--- config.mk ---
export PLATFORM = sky130hd
export DESIGN_NAME = instr_fetch_flat
export DESIGN_NICKNAME = d
export VERILOG_FILES = /design/src/rtl/mips_isa.sv /design/src/rtl/instr_fetch_if.sv /design/src/rtl/next_pc_calc.sv /design/src/rtl/instr_fetch.sv /design/src/flat_wrapper.sv
export SDC_FILE = /design/constraint.sdc
export NUM_CORES = 1
export LEC_CHECK = 0
export ABC_CLOCK_PERIOD_IN_PS = 7640
export BUFFER_PORTS_ARGS = -buffer_cell sky130_fd_sc_hd__buf_2
export CAP_MARGIN = 15
export CORE_ASPECT_RATIO = 2
export CORE_MARGIN = 1.5
export CORE_UTILIZATION = 55
export DETAILED_ROUTE_END_ITERATION = 10
export HOLD_SLACK_MARGIN = 0.05
export PLACE_DENSITY_LB_ADDON = 0.3
export SYNTH_ARGS = -nofsm -noshare
export SYNTH_HDL_FRONTEND = slang
export SYNTH_SLANG_ARGS = --single-unit
--- constraint.sdc ---
create_clock -name clk -period 7.64 [get_ports clk]
set_input_delay 0.382 -clock clk [delete_from_list [all_inputs] [get_ports clk]]
set_output_delay 0.382 -clock clk [all_outputs]
set_load 0.1 [all_outputs]
--- src/rtl/mips_isa.sv ---
// mips_isa: shared MIPS encodings for the fetch/decode slice.
//   Opcode constants (R_TYPE, J, JAL, BEQ, BNE) and the JR/JALR funct values.
//   fetch_state_t : FSM state of instr_fetch (FETCH, VALID).
//   branch_offset : sign-extended, word-scaled branch displacement.
package mips_isa;

   localparam logic [5:0] OP_R_TYPE  = 6'b000000;
   localparam logic [5:0] OP_J       = 6'b000010;
   localparam logic [5:0] OP_JAL     = 6'b000011;
   localparam logic [5:0] OP_BEQ     = 6'b000100;
   localparam logic [5:0] OP_BNE     = 6'b000101;

   localparam logic [5:0] FUNCT_JR   = 6'b001000;
   localparam logic [5:0] FUNCT_JALR = 6'b001001;

   typedef enum logic {
      FETCH = 1'b0,
      VALID = 1'b1
   } fetch_state_t;

   function automatic logic [31:0] branch_offset(input logic [15:0] imm);
      return {{14{imm[15]}}, imm, 2'b00};
   endfunction

endpackage

--- src/rtl/instr_fetch_if.sv ---
// instr_fetch_if: instruction-memory read bus (req/ack handshake).
//   imem_req   : read request, driven by the fetch unit
//   imem_addr  : word-aligned read address
//   imem_ack   : read data valid, only meaningful while imem_req=1
//   imem_rdata : instruction word, valid with imem_ack
// Modports: master = fetch unit, slave = instruction memory.
interface instr_fetch_if;

   logic        imem_req;
   logic [31:0] imem_addr;
   logic        imem_ack;
   logic [31:0] imem_rdata;

   modport master (
      output imem_req,
      output imem_addr,
      input  imem_ack,
      input  imem_rdata
   );

   modport slave (
      input  imem_req,
      input  imem_addr,
      output imem_ack,
      output imem_rdata
   );

endinterface

--- src/rtl/next_pc_calc.sv ---
// next_pc_calc: combinational next-PC selection for the presented instruction.
//   pc_plus4  : sequential successor of the presented pc
//   instr     : presented instruction
//   jump/branch/zero : decoder and ALU qualifiers
//   jr_target : register value for JR/JALR
//   next_pc   : selected successor (first match: J/JAL, JR/JALR, taken branch, pc_plus4)
//   taken     : 1 when next_pc comes from a redirect rather than pc_plus4
module next_pc_calc
   import mips_isa::*;
(
   input  logic [31:0] pc_plus4,
   input  logic [31:0] instr,
   input  logic        jump,
   input  logic        branch,
   input  logic        zero,
   input  logic [31:0] jr_target,
   output logic [31:0] next_pc,
   output logic        taken
);

   logic [5:0] op;

   assign op = instr[31:26];

   always_comb begin
      next_pc = pc_plus4;
      taken   = 1'b0;
      if (jump && (op == OP_J || op == OP_JAL)) begin
         next_pc = {pc_plus4[31:28], instr[25:0], 2'b00};
         taken   = 1'b1;
      end else if (jump && op == OP_R_TYPE) begin
         next_pc = jr_target;
         taken   = 1'b1;
      end else if (branch && ((op == OP_BEQ && zero) || (op == OP_BNE && !zero))) begin
         next_pc = pc_plus4 + branch_offset(instr[15:0]);
         taken   = 1'b1;
      end
   end

endmodule

--- src/rtl/instr_fetch.sv ---
// instr_fetch: program counter, instruction-memory fetch and single
// instruction register feeding the control decoder.
//   RESET_PC    : pc loaded on reset
//   clk, reset  : rising-edge clock, asynchronous active-high reset
//   imem        : instruction memory bus (master side)
//   stall       : downstream hold, presented instruction not consumed
//   jump/branch/zero/jr_target : control/ALU inputs for the presented instruction
//   instr, opcode, funct, instr_valid : presented instruction to decode
//   pc, pc_plus4 : address of the presented instruction and its successor
// Build option: INSTR_FETCH_DELAY_SLOT_EN enables a MIPS branch delay slot.
module instr_fetch
   import mips_isa::*;
#(
   parameter logic [31:0] RESET_PC = 32'h0000_0000
) (
   input  logic               clk,
   input  logic               reset,
   instr_fetch_if.master      imem,
   input  logic               stall,
   input  logic               jump,
   input  logic               branch,
   input  logic               zero,
   input  logic [31:0]        jr_target,
   output logic [31:0]        instr,
   output logic [5:0]         opcode,
   output logic [5:0]         funct,
   output logic               instr_valid,
   output logic [31:0]        pc,
   output logic [31:0]        pc_plus4
);

   fetch_state_t state_q, state_d;
   logic         load_instr;
   logic         consume;
   logic [31:0]  next_pc;
   logic         taken;

   assign pc_plus4       = pc + 32'd4;
   assign opcode         = instr[31:26];
   assign funct          = instr[5:0];
   assign imem.imem_addr = pc;

   next_pc_calc u_next_pc (
      .pc_plus4  (pc_plus4),
      .instr     (instr),
      .jump      (jump),
      .branch    (branch),
      .zero      (zero),
      .jr_target (jr_target),
      .next_pc   (next_pc),
      .taken     (taken)
   );

   always_ff @(posedge clk or posedge reset) begin
      if (reset) state_q <= FETCH;
      else       state_q <= state_d;
   end

   always_comb begin
      state_d       = state_q;
      imem.imem_req = 1'b0;
      instr_valid   = 1'b0;
      load_instr    = 1'b0;
      consume       = 1'b0;
      case (state_q)
         FETCH: begin
            // Request is masked during reset so nothing is issued while held.
            imem.imem_req = !reset;
            if (imem.imem_ack) begin
               load_instr = 1'b1;
               state_d    = VALID;
            end
         end
         VALID: begin
            instr_valid = 1'b1;
            if (!stall) begin
               consume = 1'b1;
               state_d = FETCH;
            end
         end
         default: state_d = FETCH;
      endcase
   end

`ifdef INSTR_FETCH_DELAY_SLOT_EN
   logic [31:0] pending_q;
   logic        in_slot_q;

   // A taken redirect parks its target; the slot instruction at pc_plus4 runs
   // first, and any redirect it asks for is dropped.
   always_ff @(posedge clk or posedge reset) begin
      if (reset) begin
         pc        <= RESET_PC;
         instr     <= '0;
         pending_q <= '0;
         in_slot_q <= 1'b0;
      end else begin
         if (load_instr) instr <= imem.imem_rdata;
         if (consume) begin
            if (in_slot_q) begin
               pc        <= pending_q;
               in_slot_q <= 1'b0;
            end else begin
               pc <= pc_plus4;
               if (taken) begin
                  pending_q <= next_pc;
                  in_slot_q <= 1'b1;
               end
            end
         end
      end
   end
`else
   logic unused_taken;
   assign unused_taken = taken;

   always_ff @(posedge clk or posedge reset) begin
      if (reset) begin
         pc    <= RESET_PC;
         instr <= '0;
      end else begin
         if (load_instr) instr <= imem.imem_rdata;
         if (consume)    pc    <= next_pc;
      end
   end
`endif

endmodule
--- src/flat_wrapper.sv ---
// flat-port wrapper written by rule: the top's interface ports become plain ports
module instr_fetch_flat import mips_isa::*;
#(
   parameter logic [31:0] RESET_PC = 32'h0000_0000
)
  (clk, reset, stall, jump, branch, zero, jr_target, instr, opcode, funct, instr_valid, pc, pc_plus4, imem_imem_req, imem_imem_addr, imem_imem_ack, imem_imem_rdata);
  instr_fetch_if imem_i ();
  input  logic clk;
  input  logic reset;
  input  logic stall;
  input  logic jump;
  input  logic branch;
  input  logic zero;
  input  logic [31:0] jr_target;
  output logic [31:0] instr;
  output logic [5:0] opcode;
  output logic [5:0] funct;
  output logic instr_valid;
  output logic [31:0] pc;
  output logic [31:0] pc_plus4;
  output wire logic [$bits(imem_i.imem_req)-1:0] imem_imem_req;
  output wire logic [$bits(imem_i.imem_addr)-1:0] imem_imem_addr;
  input wire logic [$bits(imem_i.imem_ack)-1:0] imem_imem_ack;
  input wire logic [$bits(imem_i.imem_rdata)-1:0] imem_imem_rdata;
  assign imem_imem_req = imem_i.imem_req;
  assign imem_imem_addr = imem_i.imem_addr;
  assign imem_i.imem_ack = imem_imem_ack;
  assign imem_i.imem_rdata = imem_imem_rdata;
  instr_fetch #(.RESET_PC(RESET_PC)) u_core (.clk(clk), .reset(reset), .imem(imem_i), .stall(stall), .jump(jump), .branch(branch), .zero(zero), .jr_target(jr_target), .instr(instr), .opcode(opcode), .funct(funct), .instr_valid(instr_valid), .pc(pc), .pc_plus4(pc_plus4));
endmodule
* Word level (Yosys, flattened, before mapping)
Cells that the tools add are included.
** Storage, ports and cells
- Register bits after elaboration :: 65
- Latch bits :: 0
- Bits in writable memories :: 0
- ROM bits :: 0
- Input port bits :: 71
- Memories :: 0
** Operators by class
- Add/sub/neg operators :: 2
- Multiply operators :: 0
- Div/mod/pow operators :: 0
- Order comparisons :: 0
- Equal/unequal tests :: 4
- Shifts and indexed selects :: 0
- Muxes and demuxes :: 11
- Bitwise logic cells :: 1
- Reductions and logical operators :: 10
** Operator list (number)
- 2-to-1 mux 32 bit :: 3
- adder 32 x 3 -> 32 bit, second input constant :: 1
- adder 32 bit :: 1
- equality test 6 x 2 -> 1 bit, second input constant :: 2
- equality test 6 x 3 -> 1 bit, second input constant :: 2
- 2-to-1 mux 1 bit :: 7
- logical NOT 6 bit :: 1
- logical AND 1 bit :: 5
- logical NOT 1 bit :: 2
- logical OR 1 bit :: 2
- one-hot mux 1 bit (2 select lines) :: 1
- NOT 1 bit :: 1

* Longest topological paths before layout
- Depth after elaboration :: 7
- Gate-level depth with buffers :: 17

* By module
Synthesis repeated with hierarchy kept, for this count alone.
** Unflattened totals
- Cells, all modules :: 619
- Area total of the unflattened synthesis :: 5601.6 µm²
** By module, submodules not included
- instr_fetch :: times used 1, cells each 279, area an instance 3380.7 µm², sequential area each 1626.6 µm²
- next_pc_calc :: times used 1, cells each 340, area an instance 2220.9 µm², sequential area each 0.0 µm²

* Worst setup path before layout
Ideal clock, no wire load.
- Kind :: register to register
- Start :: reg u_core.pc[11] (netlist: u_core.imem.imem_addr[11])
- End :: reg u_core.pc[31] (netlist: u_core.imem.imem_addr[31])
- Setup time :: 0.088 ns
- Arrival :: 5.828 ns
- Setup slack :: 1.724 ns
- Cell stages (with the launch flop) :: 17
- Path buffers :: 0
- Period minus slack after synthesis :: 5.916 ns
- Cells stage by stage :: dfrtp_1 nand4_2 nor4_4 nand2_1 nor2_1 nand3_1 xnor2_1 ha_1 and2_1 a221o_1 a21o_1 a21o_1 a41oi_1 xor2_1 nor2_1 xnor2_1 a22oi_1
** On the way
- Longest elaborated chain between the ends :: 5
** Ends and longest elaborated chain
- start, declared :: RTL line instr_fetch.sv:28 : output logic [31:0] pc,
- start signal, assigned :: RTL line instr_fetch.sv:123 : if (consume) pc <= next_pc;
- adder 32 x 3 -> 32 bit :: RTL line instr_fetch.sv:38 : assign pc_plus4 = pc + 32'd4;
- named net pc_plus4[28] :: RTL line flat_wrapper.sv:20 : output logic [31:0] pc_plus4;
- adder 32 bit :: RTL line next_pc_calc.sv:35 : next_pc = pc_plus4 + branch_offset(instr[15:0]);
- 2-to-1 mux 32 bit :: RTL line next_pc_calc.sv:34 : end else if (branch && ((op == OP_BEQ && zero) || (op == OP_BNE && !zero))) begin
- 2-to-1 mux 32 bit :: RTL line next_pc_calc.sv:31 : end else if (jump && op == OP_R_TYPE) begin
- 2-to-1 mux 32 bit :: RTL line next_pc_calc.sv:28 : if (jump && (op == OP_J || op == OP_JAL)) begin
The timed path passes the listed nets, and every way through them passes these cells.
A chain may end at the register's enable or synchronous reset.

* Worst setup path in the final report
- Start :: reg u_core.pc[2] (netlist: u_core.imem.imem_addr[2])
- End :: reg u_core.pc[24] (netlist: u_core.imem.imem_addr[24])
** On the way
- Longest elaborated chain between the ends :: 5
** Ends and longest elaborated chain (RTL line)
- adder 32 x 3 -> 32 bit (*) :: instr_fetch.sv:38
- adder 32 bit :: next_pc_calc.sv:35
- 2-to-1 mux 32 bit (*) :: next_pc_calc.sv:34
- 2-to-1 mux 32 bit (*) :: next_pc_calc.sv:31
- 2-to-1 mux 32 bit (*) :: next_pc_calc.sv:28
Mark *: on every way between the ends. The rest lies on a longest branch, timed or not.

==> impl_metrics.tcl <==
set metrics [dict create \
    synth_cells 642 \
    final_common_cell "buf_2" \
    cts.sinks 65 \
    multi_input_area_mm2 0.00348 \
    final_cell_mix "buf_2 (212), nand2_1 (67), dfrtp_1 (65)" \
    drt_iter0_drc 352 \
    dp_slack_ps 3520 \
    viasPerCell 6.12 \
    cts.repair.resized 0 \
    grt_pass1_vias 5680 \
    slew_viol_final 0 \
    seqCellArea_mm2 0.00163 \
    die_y_um 147 \
    htree_levels 3 \
    final_hold_viol_count 0 \
    period_share_pct 55.9 \
    area_growth_pct 18.7 \
    setup_viol 0 \
    setup_ws_ps 3370 \
    rsz0062_at_grt "false" \
    tns_ps 0 \
    post-synth-top-area-fraction_pct 28.7 \
    antenna_found_initial 0 \
    core-area_mm2 0.0101 \
    overflow 0 \
    synth_edf_count 0 \
    diodes 0 \
    place_congestion 0.981 \
    cts_hold_buf 0 \
    post-cts-setup-buffer-count 0 \
    drive_gt1_share_pct 35.8 \
    min_period_ps 4270 \
    ys_seq_area_share_pct 28.7 \
    hp-class "input pin to flip-flop" \
    required_ps 7840 \
    syn-mean-instance-area_um2 8.82 \
    root_buffer "clkbuf_16" \
    arrival_ps 4470 \
    yosysUniqueCellTypes 71 \
    status "finished clean" \
    wl_um 19300 \
    cap_violations 0 \
    post-route-drc-count 0 \
    start_util_pct 56.2 \
    syn-cell-area_mm2 0.00566 \
    slew_headroom_pct 36.1 \
    cts_tree "yes" \
    clkTransAtPathRegs_ps 60 \
    dp_hpwl_um 14900 \
    cts_made_buffers 9 \
    ys_ff_latch 65 \
    rows 52 \
    grt_first_pass_wirelength_um 29700 \
    routed-via-count 5731 \
    grtUsageTotal_pct 36.1 \
    critical_path_class "flip-flop to flip-flop" \
    yosysWarningCount 0 \
    max_freq_mhz 234 \
    clock_latency_ps 340 \
    drt_pass1_iterations 4 \
    syn-num-nets 750 \
    routedWlPerCell_um 20.7 \
    path_max_fanout 8 \
    fillers 847 \
    cts.path.max_buffers 2 \
    synth_area_leader_cell "dfrtp_1" \
    critPathCaptureType "flip-flop" \
    die_w_um 74.8 \
    layout.nets 904 \
    port_buffers 212 \
    ys.flop_type "dfrtp_1" \
    pin_count 213 \
    finClkSkew_ps 6.67 \
    ant_nets 0 \
    grt_max_degree 66 \
    startpoint_type "flip-flop" \
    async_flop_share_pct 100 \
    hold_ws_ps 267 \
    dieArea_mm2 0.0110 \
    tightest_slew_ps 956 \
    synthTopCellsByArea "dfrtp_1 (29%), ha_1 (8.0%), mux2_2 (6.4%)" \
]
-- cell usage after synthesis, types with 3 or more instances --
library cell   n
a211oi_1       5
nand3_1       19
nand2_1       67
buf_4         47
xor2_1        15
a221oi_1       7
a21oi_1       47
buf_2          3
or3_1          3
o21ai_1        9
inv_1         12
a31oi_1       10
xnor2_1       38
a221o_1        4
o31ai_1        4
nor3_1         6
a22oi_1        3
o221ai_1       4
o211ai_1      17
ha_1          36
and2_1         3
nand4_1       10
nor2_1        44
a21o_1        10
nor2b_1        5
clkbuf_1      16
o22ai_1        6
and3_1        14
mux2_2        32
dfrtp_1       65
o21ai_0       27
clkbuf_8       6
-- layout make-up --
type / count / share of cell area (%)
Timing Repair Buffer: 217 / 16.3
Clock inverter: 6 / 1.12
Sequential cell: 65 / 24.2
Inverter: 12 / 0.670
Tap cell: 135 / 2.51
Clock buffer: 10 / 3.41
Multi-Input combinational cell: 491 / 51.7
-- worst max-delay path: stages, from the launching register on --
cell and delay [ps]:
dfrtp_1 490, ha_1 270, and3_1 250, nand2_1 100, nor2_1 320, nand3_1 140
xnor2_1 300, ha_1 410, nand4_1 240, inv_1 70, a221oi_1 310, a21oi_1 150
o21ai_0 230, a21oi_1 110, or3_1 310, a21oi_1 310, o31ai_1 110
-- sequential cells by signal, summed over array words and instances (netlist names) --
signal	count
u_core.state_q	1
u_core.imem.imem_addr	32
u_core.instr	32
-- metal layers --
layer,GRT usage [%],wire (um),up-vias
li1,-,-,2615
met1,35.8,6430,2752
met2,64.3,10500,277
met3,6.35,956,87
met4,25.0,1490,0
met5,0,0,-
-- metrics by stage --
stage / cells / area (um^2) / utilization (%)
4_1_cts: 936 / 6720 / 66.6
6_report: 936 / 6720 / 66.6
3_3_place_gp: 920 / 6420 / 63.6
2_1_floorplan: 642 / 5660 / -
3_5_place_dp: 920 / 6420 / 63.6
5_1_grt: 936 / 6720 / 66.6
-- logic make-up after synthesis --
group	count (synthesis)	synth area share (%)
simple gates	193	17.2
compound gates	175	20.9
buf+inv	86	10.1
flops	65	28.7
xor+xnor	54	8.48
fa+ha+maj	37	8.31
mux	32	6.36
-- final timing paths --
kind / end / start / slack, ps / cells past startpoint
worst max-delay path: u_core.imem.imem_addr[24] / u_core.imem.imem_addr[2] / 3370 / 16
worst min-delay path: u_core.imem.imem_addr[1] / jr_target[1] / 270 / 2
worst max register to register: u_core.imem.imem_addr[24] / u_core.imem.imem_addr[2] / 3370 / 16
worst min register to register: u_core.instr[20] / u_core.instr[20] / 540 / 1
max in group asynchronous: u_core.imem.imem_addr[26] / reset / 6730 / 3
min in group asynchronous: u_core.imem.imem_addr[1] / reset / 310 / 3
Power is left out: the tool's default activity adds up to more than one toggle a clock period on the data nets, which glitch-free logic cannot reach.
